File: src/rtl/eth_pkg.sv
// Shared constants, state encoding and header byte selection for the
// Ethernet header inserter.
package eth_pkg;

  localparam int          HDR_LEN        = 14;
  localparam logic [15:0] ETHERTYPE_IPV4 = 16'h0800;
  localparam logic [15:0] ETHERTYPE_ARP  = 16'h0806;

  typedef enum logic [1:0] {
    ST_IDLE,
    ST_HDR,
    ST_PAYLOAD,
    ST_DRAIN
  } hdr_state_t;

  // Header is packed {dst_mac, src_mac, ethertype}; byte 0 is the MSB byte.
  function automatic logic [7:0] hdr_byte(input logic [111:0] hdr, input logic [3:0] idx);
    logic [111:0] w_shifted;
    w_shifted = hdr << {idx, 3'b000};
    return w_shifted[111:104];
  endfunction

endpackage

File: src/rtl/axis_out_reg.sv
// Single-entry AXI-Stream output register: 8-bit data plus last, held
// stable while the downstream stalls.
module axis_out_reg (
  input  logic       i_clk,
  input  logic       i_rst_n,
  input  logic       i_load,
  input  logic [7:0] i_data,
  input  logic       i_last,
  input  logic       i_ready,
  output logic       o_can_load,
  output logic [7:0] o_data,
  output logic       o_valid,
  output logic       o_last
);

  logic [7:0] r_data;
  logic       r_valid;
  logic       r_last;

  always_ff @(posedge i_clk or negedge i_rst_n) begin
    if (!i_rst_n) begin
      r_data  <= 8'h00;
      r_valid <= 1'b0;
      r_last  <= 1'b0;
    end else if (i_load) begin
      r_data  <= i_data;
      r_valid <= 1'b1;
      r_last  <= i_last;
    end else if (i_ready) begin
      r_valid <= 1'b0;
      r_last  <= 1'b0;
    end
  end

  // A new beat may enter only when the slot is empty or being drained now.
  assign o_can_load = !r_valid || i_ready;
  assign o_data     = r_data;
  assign o_valid    = r_valid;
  assign o_last     = r_last;

endmodule

File: src/rtl/eth_hdr_insert.sv
// Prepends a 14-byte Ethernet header (dst, src, ethertype) to each payload
// stream, truncating payloads longer than MAX_PAYLOAD.
module eth_hdr_insert
  import eth_pkg::*;
#(
  parameter int MAX_PAYLOAD = 1500
) (
  input  logic        aclk,
  input  logic        aresetn,
  input  logic [7:0]  s_tdata,
  input  logic        s_tvalid,
  input  logic        s_tlast,
  output logic        s_tready,
  output logic [7:0]  m_tdata,
  output logic        m_tvalid,
  output logic        m_tlast,
  input  logic        m_tready,
  input  logic [47:0] dst_mac,
  input  logic [47:0] src_mac,
  input  logic [15:0] ethertype,
  output logic [15:0] frame_count,
  output logic [15:0] trunc_count
);

  localparam logic [10:0] MAX_CNT  = 11'(MAX_PAYLOAD);
  localparam logic [3:0]  LAST_HDR = 4'(HDR_LEN - 1);

  hdr_state_t   r_state, w_state_next;
  logic [3:0]   r_hdr_idx, w_hdr_idx_next;
  logic [10:0]  r_pay_cnt, w_pay_cnt_next;
  logic [111:0] r_hdr, w_hdr_next;
  logic [15:0]  r_frame_cnt, w_frame_cnt_next;
  logic [15:0]  r_trunc_cnt, w_trunc_cnt_next;
  logic         w_load, w_load_last, w_can_load, w_s_hs;
  logic [7:0]   w_load_data;

  assign s_tready    = ((r_state == ST_PAYLOAD) && w_can_load) || (r_state == ST_DRAIN);
  assign w_s_hs      = s_tvalid && s_tready;
  assign frame_count = r_frame_cnt;
  assign trunc_count = r_trunc_cnt;

  always_comb begin
    w_state_next     = r_state;
    w_hdr_idx_next   = r_hdr_idx;
    w_pay_cnt_next   = r_pay_cnt;
    w_hdr_next       = r_hdr;
    w_frame_cnt_next = r_frame_cnt;
    w_trunc_cnt_next = r_trunc_cnt;
    w_load           = 1'b0;
    w_load_data      = s_tdata;
    w_load_last      = s_tlast;
    case (r_state)
      ST_IDLE: begin
        if (s_tvalid && w_can_load) begin
          w_hdr_next     = {dst_mac, src_mac, ethertype};
          w_load         = 1'b1;
          w_load_data    = dst_mac[47:40];
          w_load_last    = 1'b0;
          w_hdr_idx_next = 4'd0;
          w_pay_cnt_next = 11'd0;
          w_state_next   = ST_HDR;
        end
      end
      ST_HDR: begin
        // Entering PAYLOAD as byte 13 is loaded lets the first payload byte
        // follow it on the very next accept with no bubble.
        if (m_tvalid && m_tready) begin
          w_hdr_idx_next = r_hdr_idx + 4'd1;
          w_load         = 1'b1;
          w_load_data    = hdr_byte(r_hdr, w_hdr_idx_next);
          w_load_last    = 1'b0;
          if (w_hdr_idx_next == LAST_HDR) w_state_next = ST_PAYLOAD;
        end
      end
      ST_PAYLOAD: begin
        if (w_s_hs) begin
          w_load         = 1'b1;
          w_pay_cnt_next = r_pay_cnt + 11'd1;
          if (s_tlast) begin
            w_frame_cnt_next = r_frame_cnt + 16'd1;
            w_state_next     = ST_IDLE;
          end else if (w_pay_cnt_next == MAX_CNT) begin
            w_load_last      = 1'b1;
            w_frame_cnt_next = r_frame_cnt + 16'd1;
            if (r_trunc_cnt != 16'hFFFF) w_trunc_cnt_next = r_trunc_cnt + 16'd1;
            w_state_next     = ST_DRAIN;
          end
        end
      end
      ST_DRAIN: begin
        if (s_tvalid && s_tlast) w_state_next = ST_IDLE;
      end
      default: w_state_next = ST_IDLE;
    endcase
  end

  always_ff @(posedge aclk or negedge aresetn) begin
    if (!aresetn) begin
      r_state     <= ST_IDLE;
      r_hdr_idx   <= 4'd0;
      r_pay_cnt   <= 11'd0;
      r_hdr       <= '0;
      r_frame_cnt <= 16'd0;
      r_trunc_cnt <= 16'd0;
    end else begin
      r_state     <= w_state_next;
      r_hdr_idx   <= w_hdr_idx_next;
      r_pay_cnt   <= w_pay_cnt_next;
      r_hdr       <= w_hdr_next;
      r_frame_cnt <= w_frame_cnt_next;
      r_trunc_cnt <= w_trunc_cnt_next;
    end
  end

  axis_out_reg u_out_reg (
    .i_clk      (aclk),
    .i_rst_n    (aresetn),
    .i_load     (w_load),
    .i_data     (w_load_data),
    .i_last     (w_load_last),
    .i_ready    (m_tready),
    .o_can_load (w_can_load),
    .o_data     (m_tdata),
    .o_valid    (m_tvalid),
    .o_last     (m_tlast)
  );

endmodule

File: config.mk
export PLATFORM = sky130hd
export DESIGN_NAME = eth_hdr_insert
export DESIGN_NICKNAME = d
export VERILOG_FILES = /design/src/rtl/eth_pkg.sv /design/src/rtl/axis_out_reg.sv /design/src/rtl/eth_hdr_insert.sv
export SDC_FILE = /design/constraint.sdc
export NUM_CORES = 1
export LEC_CHECK = 0
export ABC_AREA = 1
export CORE_MARGIN = 1
export CORE_UTILIZATION = 30
export DETAILED_ROUTE_END_ITERATION = 8
export SYNTH_ARGS = -nofsm -noshare
export SYNTH_HDL_FRONTEND = slang
export SYNTH_SLANG_ARGS = --single-unit
File: constraint.sdc
create_clock -name aclk -period 2.4 [get_ports aclk]
set_input_delay 0.48 -clock aclk [delete_from_list [all_inputs] [get_ports aclk]]
set_output_delay 0.48 -clock aclk [all_outputs]
set_load 0.05 [all_outputs]
==> results of run 1 <==
worst paths after layout:
check | start | to | slack (ps) | cells past startpoint
min in group asynchronous | aresetn | trunc_count[9] | 550 | 2
worst min register to register | r_hdr[74] | r_hdr[74] | 480 | 2
worst max register to register | r_hdr_idx[0] | u_out_reg.o_data[2] | 210 | 9
worst min-delay path | r_hdr[74] | r_hdr[74] | 480 | 2
max in group asynchronous | aresetn | r_hdr_idx[0] | 1170 | 3
worst max-delay path | trunc_count[11] | trunc_count[11] | 160 | 1
area by class of cell:
class                   instances  share of cell area, %
multi-input cells             843                   33.9
diodes                          1                 0.0213
inverters                      78                   2.51
clock inverters                13                   1.71
repair buffers                206                   17.5
clock buffers                  19                   3.85
flip-flops and latches        171                   36.4
well taps                     384                   4.08
registers in the layout, summed over array words and instances (netlist names):
register and flops:
u_out_reg.o_last 1, r_pay_cnt 11, frame_count 16, r_hdr 112, r_state 2, u_out_reg.o_valid 1, r_hdr_idx 4, u_out_reg.o_data 8
trunc_count 16
stage by stage:
step	util, %	std cells	hold slack (ps)	worst slack, ps	area (um2)
6_report	40.9	1715	476	163	11800
5_1_grt	40.9	1714	492	0.0882	11800
4_1_cts	40.9	1714	479	143	11800
3_5_place_dp	38.6	1681	460	12.6	11100
3_3_place_gp	38.6	1681	459	44.1	11100
2_1_floorplan	-	1144	184	76.1	8790
timing repair:
action                                  in CTS  in global routing
resized for setup                            0                  2
hold endpoints to repair                    18                  0
endpoints found under the setup margin       0                 13
hold buffers                                 1                  0
per-layer routing:
metal	global-route usage [%]	share of wire, %	up-vias
met4	4.42	1.3	0
met2	28.9	47	222
met1	23.5	45	3786
met5	0	0	-
met3	4.32	6.2	18
li1	-	-	4034
Yosys cell counts (all sizes together):
library cell,count
nand2,455
dfrtp,171
o21ai,95
nor2,80
inv,77
nand3,59
a21oi,42
clkbuf,31
buf,21
nand4,20
o211ai,16
xor2,15
xnor2,14
nor3,13
mux2i,8
o22ai,8
ha,5
a221oi,3
a31oi,2
nand3b,2
nor4,2
a22o,1
a2bb2oi,1
and2,1
clkinv,1
o221ai,1
where the power goes:
| part | internal, W | switching, W | leakage, nW |
|---|---|---|---|
| Sequential | 0.00396 | 0.000631 | 2.18 |
| Clock | 0.00183 | 0.00124 | 0.322 |
| Combinational | 0.00187 | 0.00314 | 2.92 |
| Total | 0.00766 | 0.00501 | 5.42 |
cells by family (layout without fill, tap and decap cells):
group,Yosys count,after routing,synth area share [%]
AOI/OAI and AO/OA,169,169,10.6
adders and majority gates,5,5,0.711
xor gates and xnor gates,29,29,2.89
muxes,8,8,0.911
buffers and inverters,130,316,6.09
other,0,1,0
and+or+nand+nor,632,632,30.1
DFF,171,171,48.7
worst min-delay path, cell delays in order, from the launching register on:
cell and delay (ps):
dfrtp_1 340, nand2_1 50, nand2_1 50
==> results.toml, run 1 <==
[status]
status = "finished, final reports clean"

[setup_path]
critPathLaunchType = "flip-flop"
crit_slowest_cell = "clkdlybuf4s50_1"
critPathCaptureType = "output port"
cpPeakStageDelay_ps = 850
critPathArrivalTime_ps = 1760
critPathBufInv = 1
path_class = "flip-flop to output port"
required_ps = 1920
crit_family = "buffers and inverters"
path_cells = "clkdlybuf4s50_1"
crit_fanout = 6

[logic_synthesis]
syn-num-nets = 1274
synth_cells = 1144
ys_ff_latch = 171
ys_top_cells_by_area = "dfrtp_1 (49%), nand2_1 (19%), o21ai_0 (5.1%)"
avgSynthCellArea_um2 = 7.69
yosysTopAreaCellShare_pct = 48.7
netlist_area_um2 = 8790
synth_cell_types = 39
synth_area_leader_cell = "dfrtp_1"
yosysSeqAreaShare_pct = 48.7
yosys_warnings = 0

[place]
port-buffer-count = 167
gp_congestion = 0.896
post-dp-hpwl_um = 19200

[floorplanning]
die_area_um2 = 30000
core_area_um2 = 28800
die_h_um = 173
initial_core_util_pct = 30.6
pin_count = 168
num_rows = 62
dieWidth_um = 173

[final_layout]
final_layout_size_suffix_gt1_share_pct = 8.57
final_common_cell = "nand2_1"
multi_input_area_um2 = 4000
final_nets = 1447
final-seq-area_um2 = 4280
n_fill_cell = 2964
syn2layout_area_growth_pct = 33.9
final_cell_mix = "nand2_1 (443), dfrtp_1 (170), clkdlybuf4s50_1 (165)"

[timing]
tightest_slew_ps = 553
slew_headroom_pct = 63.1
fin_skew_ps = 16.5
rsz0062_at_grt = "false"
min_period_ps = 2240
timing.fmax_ghz = 0.447
setup_viol = 0
setup_tns_ps = 0
slew_violations = 0
hold_viol = 0
post-route-period-util_pct = 93.2

[routing]
detail_route.vias_per_cell = 4.70
wl_per_cell_um = 15.1
vias = 8060
route.detailed.drc = 0
drtAntennaViolNets = 0
wirelength_um = 25900
dr.pass1.iters = 7
drtIter0Drc = 480

[clock_tree]
postCtsSetupRepairBufs = 0
cts_buffers = 17
clk_pin_slew_worst_paths_ps = 70
clk_path_buf_depth = 2
clk_latency_ps = 440
clock-sinks = 171
h-tree-depth = 4
root_buffer = "clkbuf_16"
cts_tree = "done"

[global_routing]
track_usage_pct = 17.7
grt_overflow = 0
grt_max_degree = 74
grt_pass1_vias = 7966
grt_pass1_wl_um = 41800
antenna_found_initial = 1

[power]
leakage_nw = 5.42
finalPower_w = 0.0127
power_density_nw_per_um2 = 1080
ir_drop_mv = 0.545

[worst_hold_path]
hold_path_class = "flip-flop to flip-flop"

[run]
drv_cap = 0
No activity file was read; power rests on OpenSTA's default activity.
==> inputs of run 2 (changes only) <==
--- a/config.mk
+++ b/config.mk
@@ -9,6 +9,7 @@
 export CORE_MARGIN = 1
 export CORE_UTILIZATION = 30
 export DETAILED_ROUTE_END_ITERATION = 8
+export SLEW_MARGIN = 15
 export SYNTH_ARGS = -nofsm -noshare
 export SYNTH_HDL_FRONTEND = slang
 export SYNTH_SLANG_ARGS = --single-unit
==> results of run 2 <==
Final layout, timing and power as in run 1 (identical DEF).
==> inputs of run 3 (changes only) <==
--- a/config.mk
+++ b/config.mk
@@ -6,9 +6,10 @@
 export NUM_CORES = 1
 export LEC_CHECK = 0
 export ABC_AREA = 1
-export CORE_MARGIN = 1
+export CORE_MARGIN = 4
 export CORE_UTILIZATION = 30
 export DETAILED_ROUTE_END_ITERATION = 8
+export PLACE_DENSITY = 0.59
 export SLEW_MARGIN = 15
 export SYNTH_ARGS = -nofsm -noshare
 export SYNTH_HDL_FRONTEND = slang
==> results.toml, run 3 (same netlist as run 1, synthesis figures left out) <==
[status]
status = "finished, final reports clean"

[timing]
rsz0062_at_grt = "false"
post-route-period-util_pct = 93.4
fin_skew_ps = 13.5
slew_headroom_pct = 59.3
min_period_ps = 2240
hold_viol = 0
timing.hold.ws_ps = 4.43
setup_viol = 0
tightest_slew_ps = 609
slew_violations = 0
timing.fmax_ghz = 0.446
setup_tns_ps = 0

[routing]
route.detailed.drc = 0
detail_route.vias_per_cell = 4.71
drtAntennaViolNets = 0
wl_per_cell_um = 15.5
vias = 8076
dr.pass1.iters = 5
drtIter0Drc = 672
wirelength_um = 26500

[floorplanning]
initial_core_util_pct = 30.6
die_area_um2 = 32100
die_h_um = 179
pin_count = 168
dieWidth_um = 179
num_rows = 62
core_area_um2 = 28800

[clock_tree]
cts_buffers = 17
h-tree-depth = 4
cts_tree = "done"
clk_path_buf_depth = 2
clock-sinks = 171
clk_pin_slew_worst_paths_ps = 60
clk_latency_ps = 430
ctsHoldBuffers = 0
root_buffer = "clkbuf_16"

[final_layout]
syn2layout_area_growth_pct = 32.9
top_register = "r_hdr"
final_nets = 1450
largest_register_ffs = 112
final-seq-area_um2 = 4280
diodes = 0
final_common_cell = "nand2_1"
n_fill_cell = 2990
final_layout_size_suffix_gt1_share_pct = 8.50
final_area_um2 = 11700
final_cell_mix = "nand2_1 (443), dfrtp_1 (170), clkdlybuf4s50_1 (165)"
multi_input_area_um2 = 4000

[setup_path]
r2r_slack_ps = 240
crit_family = "buffers and inverters"
path_class = "flip-flop to output port"
crit_fanout = 6
required_ps = 1920
critPathBufInv = 1
cpPeakStageDelay_ps = 850
crit_slowest_cell = "clkdlybuf4s50_1"
path_cells = "clkdlybuf4s50_1"
critPathLaunchType = "flip-flop"
critPathCaptureType = "output port"
critPathArrivalTime_ps = 1760

[global_routing]
grt_max_degree = 74
grt_pass1_vias = 8095
antenna_found_initial = 1
grt_overflow = 0
grt_pass1_wl_um = 42800
track_usage_pct = 16.8

[worst_hold_path]
hold_path_class = "primary input to async pin"

[power]
ir_drop_mv = 0.849
power_density_nw_per_um2 = 1050
leakage_nw = 5.37
finalPower_w = 0.0123

[place]
dpl-instance-area_um2 = 11100
gp_congestion = 0.847
post-dp-hpwl_um = 19600
port-buffer-count = 167

[run]
drv_cap = 0
-- run 3: area by class of cell --
type | count | area share [%]
clock inverter | 9 | 0.792
timing repair buffer | 209 | 17.9
tap | 384 | 4.11
inverter | 78 | 2.53
clock buffer | 20 | 3.82
sequential | 171 | 36.6
multi-input combinational | 843 | 34.2
-- run 3: timing repair --
action | CTS | global route
setup buffers | 0 | 0
hold endpoints to repair | 0 | 0
endpoints found under the setup margin | 0 | 4
gates resized for setup | 0 | 3
-- run 3: stage by stage --
step / utilization [%] / setup slack, ps / cells
2_1_floorplan: - / 76.1 / 1144
3_3_place_gp: 38.7 / 50.1 / 1685
3_5_place_dp: 38.7 / 33.1 / 1685
4_1_cts: 40.5 / 138 / 1714
5_1_grt: 40.6 / 51.2 / 1714
6_report: 40.6 / 159 / 1714
-- run 3: final timing paths --
path,start,endpoint,cells past startpoint
max,trunc_count[11],trunc_count[11],1
min in group aclk,r_hdr[99],r_hdr[99],2
min,aresetn,trunc_count[9],1
min reg2reg,r_hdr[99],r_hdr[99],2
max in group asynchronous,aresetn,r_hdr[95],2
max reg2reg,r_hdr_idx[0],u_out_reg.o_data[7],9
-- run 3: power by group --
| part | switching, W | internal, W |
|---|---|---|
| clock network | 0.00115 | 0.00144 |
| registers | 0.000630 | 0.00396 |
| logic | 0.00316 | 0.00192 |
-- run 3: worst reg2reg max path, cell delays in order (launching register included) --
cell,delay (ps)
dfrtp_2,400
buf_16,280
ha_1,270
xor2_1,300
buf_4,230
o211ai_1,160
nand3_1,180
nand4_1,100
o21ai_0,80
inv_1,50
-- run 3: layer usage --
layer | global-route usage (%) | vias up | part of all wire (%) | wire length [um]
met2 | 27.2 | 192 | 48 | 12700
met5 | 0 | - | 0.072 | 19
met1 | 23.2 | 3820 | 46 | 12100
met3 | 3.48 | 21 | 5.6 | 1480
li1 | - | 4041 | - | -
met4 | 3.84 | 2 | 1.0 | 273
